## src/rtl/break_beam_pkg.sv

```systemverilog
// break_beam_pkg: shared state type, counter widths and decode helper for
// the break-beam front end (break_beam_chan, break_beam_array).
package break_beam_pkg;

    typedef enum logic [1:0] {
        INTACT,
        CONFIRM_BREAK,
        BROKEN,
        CONFIRM_CLEAR
    } bb_state_t;

    localparam int unsigned DCNT_W  = 8;
    localparam int unsigned STUCK_W = 16;

    // The beam reads as broken until a clear has been fully confirmed.
    function automatic logic is_broken(input bb_state_t s);
        return (s == BROKEN) || (s == CONFIRM_CLEAR);
    endfunction

endpackage

```

## src/rtl/break_beam_chan.sv

```systemverilog
// break_beam_chan: one sensor channel - synchroniser, tick-sampled debounce FSM,
// saturating break counter and toggle LED. Stuck detection needs BREAK_STUCK_FAULT_EN.
module break_beam_chan
    import break_beam_pkg::*;
#(
    parameter int unsigned DEBOUNCE_N  = 4,
    parameter int unsigned CNT_W       = 16,
    parameter logic        BROKEN_LVL  = 1'b0,
    parameter int unsigned STUCK_TICKS = 5000
) (
    input  logic             clk,
    input  logic             rst,
    input  logic             tick_i,
    input  logic             sense_i,
    input  logic             clr_i,
    output logic             broken_o,
    output logic             pulse_o,
    output logic             led_o,
    output logic [CNT_W-1:0] count_o,
    output logic             fault_o
);

    if (DEBOUNCE_N < 1 || DEBOUNCE_N > 255 || STUCK_TICKS < 1 || STUCK_TICKS > 65535) begin : g_bad_cfg
        $error("break_beam_chan: DEBOUNCE_N or STUCK_TICKS out of range");
    end

    localparam logic [DCNT_W-1:0] DEB_N = DCNT_W'(DEBOUNCE_N);

    logic              sync1_q, sync2_q;
    logic              b;
    bb_state_t         state_q, state_d;
    logic [DCNT_W-1:0] dcnt_q, dcnt_d, dcnt_inc;
    logic              brk_d;
    logic              broken_q, pulse_q, led_q;
    logic [CNT_W-1:0]  count_q;

    always_ff @(posedge clk or posedge rst) begin
        if (rst) begin
            sync1_q <= ~BROKEN_LVL;
            sync2_q <= ~BROKEN_LVL;
        end else begin
            sync1_q <= sense_i;
            sync2_q <= sync1_q;
        end
    end

    assign b        = (sync2_q == BROKEN_LVL);
    assign dcnt_inc = dcnt_q + DCNT_W'(1);

    always_comb begin
        state_d = state_q;
        dcnt_d  = dcnt_q;
        brk_d   = 1'b0;
        if (tick_i) begin
            unique case (state_q)
                INTACT: begin
                    if (b) begin
                        if (DEBOUNCE_N == 1) begin
                            state_d = BROKEN;
                            brk_d   = 1'b1;
                        end else begin
                            state_d = CONFIRM_BREAK;
                            dcnt_d  = DCNT_W'(1);
                        end
                    end
                end
                CONFIRM_BREAK: begin
                    if (!b) begin
                        state_d = INTACT;
                        dcnt_d  = '0;
                    end else if (dcnt_inc == DEB_N) begin
                        state_d = BROKEN;
                        dcnt_d  = '0;
                        brk_d   = 1'b1;
                    end else begin
                        dcnt_d  = dcnt_inc;
                    end
                end
                BROKEN: begin
                    if (!b) begin
                        if (DEBOUNCE_N == 1) begin
                            state_d = INTACT;
                        end else begin
                            state_d = CONFIRM_CLEAR;
                            dcnt_d  = DCNT_W'(1);
                        end
                    end
                end
                CONFIRM_CLEAR: begin
                    if (b) begin
                        state_d = BROKEN;
                        dcnt_d  = '0;
                    end else if (dcnt_inc == DEB_N) begin
                        state_d = INTACT;
                        dcnt_d  = '0;
                    end else begin
                        dcnt_d  = dcnt_inc;
                    end
                end
            endcase
        end
    end

    // Clear has priority over a same-cycle break; pulse and LED still fire.
    always_ff @(posedge clk or posedge rst) begin
        if (rst) begin
            state_q  <= INTACT;
            dcnt_q   <= '0;
            broken_q <= 1'b0;
            pulse_q  <= 1'b0;
            led_q    <= 1'b0;
            count_q  <= '0;
        end else begin
            state_q  <= state_d;
            dcnt_q   <= dcnt_d;
            broken_q <= is_broken(state_d);
            pulse_q  <= brk_d;
            if (brk_d) led_q <= ~led_q;
            if (clr_i) count_q <= '0;
            else if (brk_d && count_q != '1) count_q <= count_q + CNT_W'(1);
        end
    end

    assign broken_o = broken_q;
    assign pulse_o  = pulse_q;
    assign led_o    = led_q;
    assign count_o  = count_q;

`ifdef BREAK_STUCK_FAULT_EN
    localparam logic [STUCK_W-1:0] STUCK_LIM = STUCK_W'(STUCK_TICKS);

    logic [STUCK_W-1:0] stuck_q, stuck_inc;
    logic               fault_q;

    assign stuck_inc = stuck_q + STUCK_W'(1);

    // Fault survives a CONFIRM_CLEAR bounce; only a confirmed clear releases it.
    always_ff @(posedge clk or posedge rst) begin
        if (rst) begin
            stuck_q <= '0;
            fault_q <= 1'b0;
        end else begin
            if (state_q != BROKEN) stuck_q <= '0;
            else if (tick_i && stuck_q != '1) stuck_q <= stuck_inc;
            if (state_q == INTACT) fault_q <= 1'b0;
            else if (state_q == BROKEN && tick_i && stuck_inc == STUCK_LIM) fault_q <= 1'b1;
        end
    end

    assign fault_o = fault_q;
`else
    assign fault_o = 1'b0;
`endif

endmodule

```

## src/rtl/break_beam_array.sv

```systemverilog
// break_beam_array: NUM_CH-channel IR break-beam front end with a shared sample-tick
// divider and run LED. Define BREAK_STUCK_FAULT_EN to build per-channel stuck detection.
module break_beam_array
    import break_beam_pkg::*;
#(
    parameter int unsigned NUM_CH      = 4,
    parameter int unsigned TICK_DIV    = 50_000,
    parameter int unsigned DEBOUNCE_N  = 4,
    parameter int unsigned CNT_W       = 16,
    parameter logic        BROKEN_LVL  = 1'b0,
    parameter int unsigned STUCK_TICKS = 5000
) (
    input  logic                    clk,
    input  logic                    rst,
    input  logic [NUM_CH-1:0]       sense,
    input  logic                    clr_counts,
    output logic                    led_run,
    output logic [NUM_CH-1:0]       broken,
    output logic [NUM_CH-1:0]       break_pulse,
    output logic [NUM_CH-1:0]       led_toggle,
    output logic [NUM_CH*CNT_W-1:0] count,
    output logic [NUM_CH-1:0]       fault
);

    if (NUM_CH < 1 || NUM_CH > 16 || TICK_DIV < 2) begin : g_bad_cfg
        $error("break_beam_array: NUM_CH or TICK_DIV out of range");
    end

    localparam int unsigned TW = $clog2(TICK_DIV);

    logic [TW-1:0] tcnt_q;
    logic          tick;
    logic          led_run_q;

    assign tick = (tcnt_q == TW'(TICK_DIV - 1));

    always_ff @(posedge clk or posedge rst) begin
        if (rst) begin
            tcnt_q    <= '0;
            led_run_q <= 1'b0;
        end else begin
            tcnt_q    <= tick ? '0 : tcnt_q + TW'(1);
            led_run_q <= 1'b1;
        end
    end

    assign led_run = led_run_q;

    for (genvar i = 0; i < NUM_CH; i++) begin : g_chan
        break_beam_chan #(
            .DEBOUNCE_N (DEBOUNCE_N),
            .CNT_W      (CNT_W),
            .BROKEN_LVL (BROKEN_LVL),
            .STUCK_TICKS(STUCK_TICKS)
        ) u_chan (
            .clk     (clk),
            .rst     (rst),
            .tick_i  (tick),
            .sense_i (sense[i]),
            .clr_i   (clr_counts),
            .broken_o(broken[i]),
            .pulse_o (break_pulse[i]),
            .led_o   (led_toggle[i]),
            .count_o (count[i*CNT_W +: CNT_W]),
            .fault_o (fault[i])
        );
    end

endmodule
```

## config.mk

```make
export PLATFORM = sky130hd
export DESIGN_NAME = break_beam_array
export DESIGN_NICKNAME = d
export VERILOG_FILES = /design/src/rtl/break_beam_pkg.sv /design/src/rtl/break_beam_chan.sv /design/src/rtl/break_beam_array.sv
export SDC_FILE = /design/constraint.sdc
export NUM_CORES = 1
export LEC_CHECK = 0
export ABC_AREA = 1
export BUFFER_PORTS_ARGS = -buffer_cell sky130_fd_sc_hd__buf_2
export CAP_MARGIN = 20
export CORE_ASPECT_RATIO = 1.5
export CORE_MARGIN = 10
export CORE_UTILIZATION = 45
export CTS_BUF_LIST = sky130_fd_sc_hd__clkbuf_8
export DETAILED_ROUTE_END_ITERATION = 10
export MAX_ROUTING_LAYER = met4
export SYNTH_ARGS = -nofsm -noshare
export SYNTH_HDL_FRONTEND = slang
export SYNTH_SLANG_ARGS = --single-unit
```

## constraint.sdc

```tcl
create_clock -name clk -period 9.6 [get_ports clk]
set_input_delay 1.92 -clock clk [delete_from_list [all_inputs] [get_ports clk]]
set_output_delay 1.92 -clock clk [all_outputs]
set_load 0.005 [all_outputs]
```

==> results.py <==
metrics = {
    "outcome": {
        "status": "completed",
    },
    "yosys": {
        "syn_area_um2": 8728,
        "muxShareOfSynthArea": 0,
        "synth-xor-area-share": 0.06021,
        "postSynthAreaPerCell_um2": 7.697,
        "synth_cell_types": 47,
        "synthCells": 1134,
        "yosysSeqAreaShare": 0.4054,
        "synth_compound_area_frac": 0.04186,
        "ys_warn_count": 0,
        "synth_top_family_by_area": "simple AND/OR/NAND/NOR gates",
        "yosys.area_share.adder": 0.01864,
        "synth_seq_cells": 141,
        "synth-simple-area-share": 0.3733,
    },
    "route": {
        "vias_per_cell": 5.111,
        "ant_nets": 0,
        "routed_wirelength_um": 20780,
        "via_count": 7472,
        "dr.pass1.iters": 6,
        "drt-initial-drc-count": 448,
        "drc_errors": 0,
        "routedWlPerCell_um": 14.21,
    },
    "power_and_ir_drop": {
        "p_seq_frac": 0.534,
        "p_leak_uw": 0.005121,
        "p_int_uw": 869.8,
        "p_comb_frac": 0.024,
        "switching_share": 0.2240,
        "ir_drop_v": 0.00006312,
        "p_per_area_nw_per_um2": 116.6,
        "p_clk_frac": 0.441,
        "p_sw_uw": 251.1,
    },
    "timing": {
        "finalMaxSlewViolations": 0,
        "tns_ns": 0,
        "post-route-min-period_ns": 3.125,
        "fmax_mhz": 320.0,
        "setup_violations": 0,
        "worstMarginPinSlew_ns": 1.001,
        "finalCritPeriodShare": 0.3255,
        "holdWs_ns": 0.3501,
        "rsz0062_at_grt": "false",
        "clock_skew_ns": 0.01104,
        "finalHoldViolCount": 0,
        "relSlewSlack": 0.3330,
    },
    "min_path": {
        "min_path_type": "reg -> reg",
    },
    "critical_path": {
        "startpoint": "clr_counts",
        "critical_path_buf_inv_count": 3,
        "crit_fanout": 94,
        "cpMaxStageDelayCell": "buf_4",
        "slowest_delay_ns": 0.83,
        "arrival_ns": 3.51,
        "r2r_cells": 7,
        "crit-reg2reg-capture": "g_chan[1].u_chan.count_o[11]",
        "required_ns": 9.99,
        "endpoint": "g_chan[0].u_chan.count_o[2]",
        "critPathTopFamily": "buffers and inverters",
        "path_depth": 5,
        "rr_startpoint": "g_chan[1].u_chan.count_o[0]",
        "start_kind": "primary input",
        "crit_chain": "buf_2 -> inv_4 -> buf_4 -> nand4_1 -> nand2_1",
        "cp-end-kind": "flip-flop",
        "crit_type": "in -> reg",
        "rrSetupSlack_ns": 6.88,
    },
    "clocking": {
        "cts_tree": "done",
        "path_clk_slew_ns": 0.08,
        "clk_latency_ns": 0.46,
        "clock_sinks": 141,
        "ctsHoldBuffers": 0,
        "cts.htree.levels": 4,
        "numCtsBuffers": 17,
        "cts_resized": 0,
        "cts_root_buffer": "clkbuf_8",
        "cts.path.max_buffers": 2,
        "cts_setup_buffers": 0,
    },
    "place": {
        "io_buffers": 83,
        "place_area_um2": 9221,
        "dp_hpwl_um": 14950,
        "gp_congestion": 0.8682,
    },
    "layout": {
        "drive_above_1_share": 0.1609,
        "fin_area_um2": 9615,
        "nets": 1217,
        "area_growth_pct": 10.16,
        "num_antenna_cells": 0,
        "final_common_cell": "nand2_1",
        "layout_common_cells": "266 x nand2_1, 152 x inv_1, 133 x dfrtp_1, 111 x nand3_1, 106 x nor2_1",
    },
    "die": {
        "core.rowCount": 62,
        "dieArea_um2": 25480,
        "io_pins": 88,
        "die_w_um": 133.7,
        "core_region_area_um2": 19080,
        "die_y_um": 190.6,
        "initial_core_util": 0.4574,
    },
    "global_route": {
        "grt.overflow.total": 0,
        "antenna_found_initial": 0,
        "grt_usage": 0.1719,
        "first_global_vias": 7322,
        "grt_pass1_wl_um": 35260,
        "grt_max_degree": 95,
    },
    "flow_run": {
        "max_cap_viol_count": 0,
    },
}
-- stage by stage --
stage          setup WS [ns]  total power (µW)  instances    util
3_5_place_dp           6.058             638.5       1434  0.4832
3_3_place_gp           6.098             638.1       1434  0.4832
4_1_cts                6.510              1140       1462  0.5039
5_1_grt                6.375              1166       1462  0.5039
2_1_floorplan          3.912             631.3       1137       -
6_report               6.475              1121       1462  0.5039
-- per-layer routing --
metal	vias up	GRT usage	routed length, µm
met5	-	-	0
met4	0	0.04912	259
met3	23	0.03376	638
met2	111	0.3049	10970
met1	3532	0.1916	8915
li1	3806	-	-
-- worst reg2reg max path: cells and delay by family (launching register included) --
family / cells / cell delay, ns
adders and majority gates: 1 / 0.29
DFF: 1 / 0.48
and+or+nand+nor: 6 / 1.89
-- layout make-up --
cell class                      count  area, µm²
Inverter                          158      601.8
Clock buffer                       20      275.3
Tap cell                          256      320.3
Timing Repair Buffer               85      430.4
Sequential cell                   141       3538
Fill cell                        1974       9468
Multi-Input combinational cell    794       4330
Clock inverter                      8      118.9
-- logic make-up (layout without fill, tap and decap cells) --
family	Yosys count	in the layout
flops	141	141
buf+inv	202	271
compound gates	62	62
xor+xnor	60	60
simple gates	654	654
other cells	2	5
fa+ha+maj	13	13
-- worst min path at each step --
stage | cells after the start | to | startpoint
floorplan | 0 | g_chan[0].u_chan.sync2_q | g_chan[0].u_chan.sync1_q
global placement | 0 | g_chan[3].u_chan.sync2_q | g_chan[3].u_chan.sync1_q
detailed placement | 0 | g_chan[2].u_chan.sync2_q | g_chan[2].u_chan.sync1_q
CTS | 0 | g_chan[3].u_chan.sync2_q | g_chan[3].u_chan.sync1_q
global route | 0 | g_chan[3].u_chan.sync2_q | g_chan[3].u_chan.sync1_q
finish | 0 | g_chan[3].u_chan.sync2_q | g_chan[3].u_chan.sync1_q
-- state kept, by name, indices dropped and copies added (netlist names) --
| signal | cells |
|---|---|
| g_chan.u_chan.sync2_q | 4 |
| led_run | 1 |
| g_chan.u_chan.sync1_q | 4 |
| g_chan.u_chan.dcnt_q | 32 |
| tcnt_q | 16 |
| g_chan.u_chan.broken_o | 4 |
| g_chan.u_chan.pulse_o | 4 |
| g_chan.u_chan.led_o | 4 |
| g_chan.u_chan.count_o | 64 |
| g_chan.u_chan.state_q | 8 |
-- cell usage after synthesis (all sizes together) --
| master | n | area (µm²) |
|---|---|---|
| conb | 2 | 7.510 |
| a32o | 4 | 40.04 |
| o221ai | 1 | 8.760 |
| buf | 30 | 224.0 |
| clkbuf | 14 | 52.55 |
| ha | 13 | 162.7 |
| a31oi | 3 | 18.77 |
| nand4 | 89 | 596.8 |
| nor2 | 125 | 555.5 |
| nand3b | 6 | 57.56 |
| o21ai | 35 | 178.9 |
| xor2 | 57 | 499.2 |
| o211ai | 2 | 15.01 |
| xnor2 | 3 | 26.28 |
| nor3b | 1 | 7.510 |
| inv | 157 | 589.3 |
| nand2 | 276 | 1076 |
| nand3 | 137 | 815.8 |
| clkinv | 1 | 5.000 |
| dfrtp | 133 | 3328 |
| nor3 | 15 | 102.6 |
| a221oi | 1 | 8.760 |
| and2 | 2 | 12.51 |
| a22o | 2 | 17.52 |
| dfstp | 8 | 210.2 |
| a21oi | 11 | 58.81 |
| nor4 | 3 | 33.78 |
| o22ai | 3 | 18.77 |
-- power groups by stage --
stage / clock, µW / sequential (µW) / combinational (µW)
6_report: 495 / 599 / 27.3
3_5_place_dp: 0 / 610 / 28.3
5_1_grt: 535 / 599 / 31.6
3_3_place_gp: 0 / 610 / 27.9
2_1_floorplan: 0 / 610 / 21.6
4_1_cts: 513 / 599 / 28.3
(Power assumes the default switching activity.)
